[src/rtl/trace_uart_tx.sv]
// trace_uart_tx: snapshots one core debug step per strobe and
// ships it as an 18-byte 8N1 UART frame.
module trace_uart_tx #(
  parameter int unsigned CLKS_PER_BIT = 434,
  parameter logic [7:0]  SYNC_BYTE    = 8'hA5
) (
  input  logic        clk,
  input  logic        reset,
  input  logic        i_enable,
  input  logic        i_stepStrobe,
  input  logic [31:0] i_pcOut,
  input  logic [31:0] i_inst,
  input  logic [31:0] i_aluOut,
  input  logic [31:0] i_writeBack,
  input  logic [3:0]  i_flags,
  output logic        o_tx,
  output logic        o_busy,
  output logic        o_overrun,
  output logic [7:0]  o_dropCount
);

  localparam logic [15:0] LAST_CNT =
    16'(CLKS_PER_BIT - 1);

  typedef enum logic [1:0] {
    IDLE,
    START,
    DATA,
    STOP
  } state_e;

  state_e      state_q, state_d;
  logic [15:0] baud_q, baud_d;
  logic [2:0]  bit_q, bit_d;
  logic [4:0]  byte_q, byte_d;
  logic [31:0] pc_q, pc_d;
  logic [31:0] inst_q, inst_d;
  logic [31:0] alu_q, alu_d;
  logic [31:0] wb_q, wb_d;
  logic [3:0]  flags_q, flags_d;
  logic        overrun_q, overrun_d;
  logic [7:0]  drop_q, drop_d;

  logic        strobe_en;
  logic        bit_done;
  logic [7:0]  cur_byte;

  assign strobe_en = i_enable & i_stepStrobe;
  assign bit_done  = (baud_q == LAST_CNT);

  always_comb begin
    state_d   = state_q;
    baud_d    = baud_q;
    bit_d     = bit_q;
    byte_d    = byte_q;
    pc_d      = pc_q;
    inst_d    = inst_q;
    alu_d     = alu_q;
    wb_d      = wb_q;
    flags_d   = flags_q;
    overrun_d = overrun_q;
    drop_d    = drop_q;

    if (state_q != IDLE) begin
      baud_d = bit_done ? 16'd0 : baud_q + 16'd1;
    end

    case (state_q)
      IDLE: begin
        if (strobe_en) begin
          state_d = START;
          baud_d  = 16'd0;
          bit_d   = 3'd0;
          byte_d  = 5'd0;
          pc_d    = i_pcOut;
          inst_d  = i_inst;
          alu_d   = i_aluOut;
          wb_d    = i_writeBack;
          flags_d = i_flags;
        end
      end
      START: begin
        if (bit_done) begin
          state_d = DATA;
          bit_d   = 3'd0;
        end
      end
      DATA: begin
        if (bit_done) begin
          if (bit_q == 3'd7) begin
            state_d = STOP;
          end else begin
            bit_d = bit_q + 3'd1;
          end
        end
      end
      STOP: begin
        if (bit_done) begin
          if (byte_q == 5'd17) begin
            state_d = IDLE;
          end else begin
            state_d = START;
            byte_d  = byte_q + 5'd1;
          end
        end
      end
      default: state_d = IDLE;
    endcase

    // Strobes while busy are lost; the frame in flight is untouched.
    if (strobe_en && state_q != IDLE) begin
      overrun_d = 1'b1;
      if (drop_q != 8'hFF) begin
        drop_d = drop_q + 8'd1;
      end
    end
  end

  always_comb begin
    case (byte_q)
      5'd0:    cur_byte = SYNC_BYTE;
      5'd1:    cur_byte = pc_q[31:24];
      5'd2:    cur_byte = pc_q[23:16];
      5'd3:    cur_byte = pc_q[15:8];
      5'd4:    cur_byte = pc_q[7:0];
      5'd5:    cur_byte = inst_q[31:24];
      5'd6:    cur_byte = inst_q[23:16];
      5'd7:    cur_byte = inst_q[15:8];
      5'd8:    cur_byte = inst_q[7:0];
      5'd9:    cur_byte = alu_q[31:24];
      5'd10:   cur_byte = alu_q[23:16];
      5'd11:   cur_byte = alu_q[15:8];
      5'd12:   cur_byte = alu_q[7:0];
      5'd13:   cur_byte = wb_q[31:24];
      5'd14:   cur_byte = wb_q[23:16];
      5'd15:   cur_byte = wb_q[15:8];
      5'd16:   cur_byte = wb_q[7:0];
      5'd17:   cur_byte = {4'b0000, flags_q};
      default: cur_byte = 8'h00;
    endcase
  end

  // Line is decoded straight from state so reset forces it high at once.
  always_comb begin
    case (state_q)
      START:   o_tx = 1'b0;
      DATA:    o_tx = cur_byte[bit_q];
      default: o_tx = 1'b1;
    endcase
  end

  assign o_busy      = (state_q != IDLE);
  assign o_overrun   = overrun_q;
  assign o_dropCount = drop_q;

  always_ff @(posedge clk or negedge reset) begin
    if (!reset) begin
      state_q   <= IDLE;
      baud_q    <= 16'd0;
      bit_q     <= 3'd0;
      byte_q    <= 5'd0;
      pc_q      <= 32'd0;
      inst_q    <= 32'd0;
      alu_q     <= 32'd0;
      wb_q      <= 32'd0;
      flags_q   <= 4'd0;
      overrun_q <= 1'b0;
      drop_q    <= 8'd0;
    end else begin
      state_q   <= state_d;
      baud_q    <= baud_d;
      bit_q     <= bit_d;
      byte_q    <= byte_d;
      pc_q      <= pc_d;
      inst_q    <= inst_d;
      alu_q     <= alu_d;
      wb_q      <= wb_d;
      flags_q   <= flags_d;
      overrun_q <= overrun_d;
      drop_q    <= drop_d;
    end
  end

endmodule

[config.mk]
export PLATFORM = sky130hd
export DESIGN_NAME = trace_uart_tx
export DESIGN_NICKNAME = d
export VERILOG_FILES = /design/src/rtl/trace_uart_tx.sv
export SDC_FILE = /design/constraint.sdc
export NUM_CORES = 1
export LEC_CHECK = 0
export ABC_AREA = 1
export CORE_MARGIN = 4
export CORE_UTILIZATION = 45
export CTS_BUF_LIST = sky130_fd_sc_hd__clkbuf_8
export CTS_CLUSTER_DIAMETER = 200
export DETAILED_ROUTE_END_ITERATION = 10
export GPL_ROUTABILITY_DRIVEN = 1
export PLACE_DENSITY = 0.78
export SLEW_MARGIN = 0
export SYNTH_ARGS = -nofsm -noshare
export SYNTH_HDL_FRONTEND = slang
export SYNTH_SLANG_ARGS = --single-unit
[constraint.sdc]
create_clock -name clk -period 2.4 [get_ports clk]
set_input_delay 0.36 -clock clk [delete_from_list [all_inputs] [get_ports clk]]
set_output_delay 0.36 -clock clk [all_outputs]
set_load 0.005 [all_outputs]
# After elaboration in Yosys (flattened, before gate mapping)

Cells that the tools add are included.

Magnitude comparators: 1
Reductions and logical operators: 11
Add/sub/neg operators: 4
Muxes and demuxes: 24
Equality and inequality tests: 30
Bitwise operators: 1

Operator list:

| operator              | count |
|---|---|
| $pmux 8 s18           | 1 |
| $mux 16               | 4 |
| $eq 5x4->1 const B    | 8 |
| $eq 5x3->1 const B    | 4 |
| $add 16x1->16 const B | 1 |
| $eq 16x9->1 const B   | 1 |
| $mux 5                | 3 |
| $ne 2x2->1 const B    | 7 |
| $mux 3                | 4 |
| $eq 5x2->1 const B    | 2 |
| $eq 5x5->1 const B    | 2 |
| $mux 2                | 5 |
| $pmux 5 s2            | 1 |
| $reduce_and 5->1      | 2 |
| $pmux 3 s3            | 1 |
| $add 8x1->8 const B   | 1 |
| $ne 8x8->1 const B    | 1 |
| $pmux 2 s4            | 1 |
| $add 5x1->5 const B   | 1 |
| $eq 5x1->1 const B    | 1 |
| $logic_not 5->1       | 1 |
| $eq 2x2->1 const B    | 2 |
| $lt 3x4->1 const B    | 1 |
| $reduce_and 2->1      | 2 |
| other kinds (12)      | 14 |

Bits of input ports: 136
Output and inout port bits: 11
Register bits: 167
Logic and storage cells: 82

# Logic depth before layout (Yosys ltp)

Gate-level depths: netlist of run 1.

Word-level depth: 5
Gate-level depth with buffers: 15
Depth with buffers taken out: 14

# Worst setup path before layout of run 1

OpenSTA, ideal clock, no wires.

Path kind: register to output
Start point: reg byte_q[0]
End point: out o_tx
Data required time: 2.040 ns
Stages on the path, launching flop included: 16
Path slack: 0.302 ns
Arrival time: 1.738 ns
Path through: dfrtp_1 ha_1 inv_1 nor2_1 ha_1 clkbuf_1 nand2_1 nand2_1 nor2_1 nand4_1 nor2_1 nand2_1 nand3_1 nand3_1 nand3_1 nand2_1

Word-level cells in the longest chain between the ends: 5

Ends and longest elaborated chain:

| item                               | RTL line | RTL |
|---|---|---|
| start: declaration                 | 35       | `logic [4:0] byte_q, byte_d;` |
| start signal: assignment           | 173      | `byte_q <= byte_d;` |
| $eq 5x5->1 (tied with other cells) | 120      | `case (byte_q)` |
| $pmux 8 s18 *                      | 120      |  |
| $bmux 1 s3 *                       | 147      | `DATA: o_tx = cur_byte[bit_q];` |
| $mux 1 (implied by the code) *     | 147      |  |
| $pmux 1 s2 *                       | 145      | `case (state_q)` |
| end: declaration                   | 16       | `output logic o_tx,` |

Every way passes the cells marked *; elsewhere a longest branch is shown, timed or not. The select of a mux whose other input is x is not followed.

# Worst setup path after layout of run 1

Ends and elaborated chain as after synthesis.

==> results of run 1 <==
==> worst min-delay path by stage <==
stage / from / end / slack (ns) / cells after the start
2_1_floorplan: reset / alu_q[0] / 0.06 / 0
5_1_grt: i_inst[19] / inst_q[19] / 0.40 / 3
4_1_cts: i_writeBack[16] / wb_q[16] / 0.40 / 3
3_5_place_dp: reset / wb_q[13] / 0.36 / 1
3_3_place_gp: reset / wb_q[13] / 0.36 / 1
6_report: reset / wb_q[4] / 0.41 / 2
==> registers in the layout, summed over array words and instances (netlist names), 2 cells and up <==
register / count
wb_q: 32
alu_q: 32
state_q: 2
byte_q: 5
flags_q: 4
o_dropCount: 8
baud_q: 16
inst_q: 32
bit_q: 3
pc_q: 32
==> power by group through the flow <==
| stage | registers [mW] | logic, mW | clock network (mW) |
|---|---|---|---|
| 2_1_floorplan | 3.11 | 0.192 | 0 |
| 3_3_place_gp | 3.14 | 0.659 | 0 |
| 3_5_place_dp | 3.14 | 0.674 | 0 |
| 4_1_cts | 3.09 | 0.705 | 2.09 |
| 5_1_grt | 3.11 | 0.780 | 2.22 |
| 6_report | 3.10 | 0.710 | 2.08 |
==> through the flow <==
stage	power [mW]	cell area (µm²)	instances
after global placement	3.80	10200	1478
after floorplan	3.30	8160	1089
after CTS	5.89	10900	1517
after global routing	6.11	11000	1519
final	5.88	11000	1519
after detailed placement	3.82	10200	1478
==> final cells by class <==
type                            count  share of cell area
Clock buffer                       18              0.0226
Clock inverter                     12              0.0139
Inverter                           66              0.0236
Multi-Input combinational cell    822               0.347
Sequential cell                   167               0.381
Tap cell                          225              0.0256
Timing Repair Buffer              209               0.187
==> Yosys cell counts (all sizes together) <==
cell type	instances
a211oi	1
a21oi	14
a31oi	2
buf	8
clkbuf	26
dfrtp	167
ha	14
inv	66
mux2	1
nand2	586
nand3	54
nand4	19
nor2	73
nor3	3
nor4	3
o2111ai	1
o211ai	1
o21ai	27
o22ai	7
o32ai	1
or2	2
xnor2	3
xor2	10
==> per-layer routing <==
metal,vias to the layer above,wire [µm],part of all wire,GRT usage
met5,-,0,0,0
met4,0,673,0.027,0.0795
met3,54,1870,0.076,0.0543
met2,303,11600,0.47,0.382
met1,3669,10500,0.43,0.340
li1,3777,-,-,-
==> logic make-up (layout without fill, tap and decap cells) <==
group	Yosys count	after routing	share of synthesized area
buffers and inverters	100	305	0.0484
adders and majority gates	14	14	0.0215
muxes	1	1	0.00138
DFF	167	167	0.512
AOI/OAI and AO/OA	54	54	0.0360
xor gates and xnor gates	13	13	0.0139
and+or+nand+nor	740	740	0.367
==> critical path: stages, from the launching register on <==
cell and delay (ns):
dfrtp_2 0.47, buf_4 0.16, ha_4 0.17, inv_1 0.05, nor2_1 0.04, buf_6 0.16, buf_4 0.13, nand3_1 0.08
nand4_1 0.09, nor2_1 0.09, nand2_1 0.07, nand3_1 0.07, nand3_1 0.11, nand3_2 0.11, nand2_2 0.05, buf_2 0.12
==> repair_timing <==
item / 4_1_cts / 5_1_grt
buffers inserted: 9 / 2
hold buffers: 1 / 0
pin swaps: 18 / 23
setup endpoints to repair: 1 / 1
hold endpoints to repair: 51 / 0
gates resized for setup: 48 / 23
==> flow_metrics.tcl, run 1 <==
set metrics [dict create \
    status "complete, but fails checks" \
    violations "setup timing" \
    synth_cell_types 34 \
    synthesis.nets 1239 \
    fmax_mhz 358 \
    viasPerCell 5.14 \
    n_fill_cell 1514 \
    syn_avg_cell_area_um2 7.50 \
    clk_pin_slew_ns 0.09 \
    die_w_um 143 \
    synth_top_area_share 0.512 \
    num_vias 7803 \
    synth_warnings 0 \
    pwr-share-clk 0.353 \
    yosysTopAreaCell "dfrtp_1" \
    power.share.switching 0.248 \
    crit_start "byte_q[0]" \
    finalSetupViolations 1 \
    p_seq_frac 0.526 \
    power.switching_mw 1.46 \
    drive_above_1_share 0.124 \
    nets 1433 \
    rows 48 \
    hold_viol 0 \
    r2r_cells 9 \
    final.min_clock_period_ns 2.79 \
    worstPathArrival_ns 2.43 \
    internal-power_mw 4.42 \
    mostFrequentLayoutCells "nand2_1, dfrtp_1, clkdlybuf4s50_1, inv_1, nor2_1" \
    io_buffers 146 \
    synth_cells 1089 \
    leakagePower_nw 5.66 \
    r2r-end "byte_q[0]" \
    whs_ns 0.412 \
    place_ws_ns -0.414 \
    drv_cap 0 \
    fin_ws_ns -0.392 \
    pwr-share-comb 0.121 \
    die-area_um2 20400 \
    remaining_drc_errors 0 \
    power_density_nw_per_um2 536 \
    multiInputGateArea_um2 3800 \
    cp-start-kind "register" \
    post-route-util 0.626 \
    syn_area_um2 8160 \
    end_kind "output port" \
    insertion_delay_ns 0.47 \
    dp_hpwl_um 18100 \
    detail_route.wl_per_cell_um 16.2 \
    yosysSeqAreaShare 0.512 \
    wirelength_um 24600 \
    final_common_cell "nand2_1" \
    ant_nets 0 \
    ys_ff_latch 167 \
    tightest_slew_ns 0.875 \
    drt_first_pass_iters 5 \
    syn2layout_area_growth_pct 34.5 \
    layout.area.seq_um2 4180 \
    ff2ff_setup_slack_ns 0.32 \
    htreeDepth 4 \
    worstPathMaxFanout 10 \
    antenna_found_initial 0 \
    grt_pass1_wl_um 38500 \
    grt_start_max_net_pins 136 \
    first_global_vias 7530 \
    rsz0062_at_grt "true" \
    r2r-start "byte_q[0]" \
    coreArea_um2 17500 \
    crit_required_ns 2.04 \
    drtIter0Drc 694 \
    num_io_pins 147 \
    cts_sinks 167 \
    die_y_um 143 \
    grt_usage 0.244 \
    vdd_ir_drop_max_mv 0.381 \
    worstHoldPathType "input port to async pin" \
    crit_type "register to output port" \
    initial_core_util 0.465 \
    gp_congestion 0.958 \
    period_share 1.16 \
    fin_worst_skew_ns 0.0118 \
    crit_end "o_tx" \
    clockBufferDepth 2 \
    slew_violations 0 \
    grt-ovfl-total 0 \
    numCtsBuffers 17 \
    cts_root_buffer "clkbuf_8" \
    cts_tree "built" \
    fin_tns_setup_ns -0.392 \
    n_antenna_cell 0 \
    synthTopCellsByArea "dfrtp_1, nand2_1, nand3_1" \
    max_slew_margin 0.417 \
]
Power figures use the tool's default switching activity.
==> run 2: changes to the inputs <==
--- a/config.mk
+++ b/config.mk
@@ -13,4 +13,5 @@
 export DETAILED_ROUTE_END_ITERATION = 10
 export GPL_ROUTABILITY_DRIVEN = 1
+export HOLD_SLACK_MARGIN = 0.15
 export PLACE_DENSITY = 0.78
 export SLEW_MARGIN = 0
==> constraint.sdc (replaced) <==
create_clock -name clk -period 2.4 [get_ports clk]
set_input_delay 0.6 -clock clk [delete_from_list [all_inputs] [get_ports clk]]
set_output_delay 0.6 -clock clk [all_outputs]
set_load 0.005 [all_outputs]
==> flow_metrics.tcl, run 2 (synthesis gave the netlist of run 1 again) <==
set metrics [dict create \
    fin_ws_ns -0.662 \
    post-route-util 0.629 \
    coreArea_um2 17500 \
    worstPathMaxFanout 8 \
    cp-start-kind "register" \
    rsz0062_at_grt "true" \
    vdd_ir_drop_max_mv 0.332 \
    cts_sinks 167 \
    clockBufferDepth 2 \
    drt_first_pass_iters 5 \
    dpl_cell_area_um2 10300 \
    pwr-share-clk 0.329 \
    viasPerCell 5.05 \
    max_slew_margin 0.665 \
    htreeDepth 4 \
    nets 1443 \
    mostFrequentLayoutCells "nand2_1, dfrtp_1, clkdlybuf4s50_1, buf_4, inv_1" \
    num_vias 7736 \
    drv_cap 0 \
    power_density_nw_per_um2 513 \
    io_buffers 146 \
    die_y_um 143 \
    rows 48 \
    remaining_drc_errors 0 \
    num_io_pins 147 \
    gp_congestion 0.932 \
    antenna_found_initial 0 \
    end_kind "output port" \
    tightest_slew_ns 0.502 \
    first_global_vias 7530 \
    whs_ns 0.475 \
    p_seq_frac 0.547 \
    numCtsBuffers 17 \
    final.min_clock_period_ns 3.06 \
    wirelength_um 24200 \
    slew_violations 0 \
    die-area_um2 20400 \
    dp_hpwl_um 18100 \
    ant_nets 0 \
    violations "setup timing" \
    finalSetupViolations 1 \
    hold_viol 0 \
    r2r_cells 9 \
    grt_start_max_net_pins 136 \
    fin_worst_skew_ns 0.0181 \
    clk_pin_slew_ns 0.09 \
    syn2layout_area_growth_pct 35.2 \
    worstPathArrival_ns 2.46 \
    fmax_mhz 327 \
    whs_path_depth 1 \
    n_antenna_cell 0 \
    pwr-share-comb 0.124 \
    initial_core_util 0.465 \
    final_common_cell "nand2_1" \
    internal-power_mw 4.16 \
    crit_type "register to output port" \
    die_w_um 143 \
    leakagePower_nw 5.72 \
    fin_area_um2 11000 \
    grt_pass1_wl_um 38400 \
    drtIter0Drc 713 \
    crit_required_ns 1.80 \
    detail_route.wl_per_cell_um 15.8 \
    power.switching_mw 1.50 \
    period_share 1.28 \
    cts_tree "built" \
    insertion_delay_ns 0.48 \
    status "complete, but fails checks" \
    drive_above_1_share 0.141 \
    cts_root_buffer "clkbuf_8" \
    fin_tns_setup_ns -0.662 \
    worstHoldPathType "register to register" \
    power.share.switching 0.266 \
    grt-ovfl-total 0 \
    total_power_mw 5.66 \
    grt_usage 0.241 \
]
run 2: path summary, 6_finish.rpt:
kind / start / end / slack (ns)
setup / recovery: byte_q[0] / o_tx / -0.66
hold / removal: o_overrun / o_overrun / 0.47
setup reg to reg: byte_q[0] / byte_q[1] / 0.46
hold reg to reg: o_overrun / o_overrun / 0.47
max in group asynchronous: reset / byte_q[1] / 1.08
min in group asynchronous: reset / o_dropCount[1] / 0.63
run 2: layout make-up:
type                       instances  area [µm²]
clock buffer                      19         262
sequential                       167        4180
fill                            1490        6500
multi-input combinational        822        3840
inverter                          66         256
timing repair buffer             219        2110
tap                              225         282
clock inverter                    13         100
run 2: power by group through the flow:
stage	Sequential, mW	Clock [mW]	Combinational (mW)
after floorplan	3.11	0	0.192
after global placement	3.14	0	0.658
after detailed placement	3.14	0	0.672
after CTS	3.09	1.89	0.693
after global routing	3.11	2.00	0.768
final	3.10	1.86	0.702
run 2: per-stage QoR:
stage / setup WS [ns] / std cells
floorplan: 0.0620 / 1089
global placement: -0.707 / 1487
detailed placement: -0.731 / 1487
CTS: -0.717 / 1531
global route: -0.769 / 1531
finish: -0.662 / 1531
run 2: repair_timing:
item	CTS	global route
hold buffers	1	0
endpoints found under the setup margin	2	2
pin swaps	17	40
endpoints found under the hold margin	45	0
setup buffers	12	3
resized for setup	29	53
run 2: worst max-delay path: stages, from the launching register on:
cell,delay (ns)
dfrtp_2,0.47
inv_4,0.11
ha_4,0.16
nand2_4,0.07
nor2_4,0.25
buf_4,0.16
nand2_1,0.11
nand3_2,0.13
nor2_4,0.04
nand3_2,0.07
nand3_2,0.06
nand3_2,0.07
nand3_2,0.10
nand2_2,0.08
buf_2,0.11
run 2: metal layers:
metal	wire, µm	GRT usage
met4	540	0.0840
met3	1500	0.0445
met1	10800	0.335
met5	0	0
met2	11400	0.381
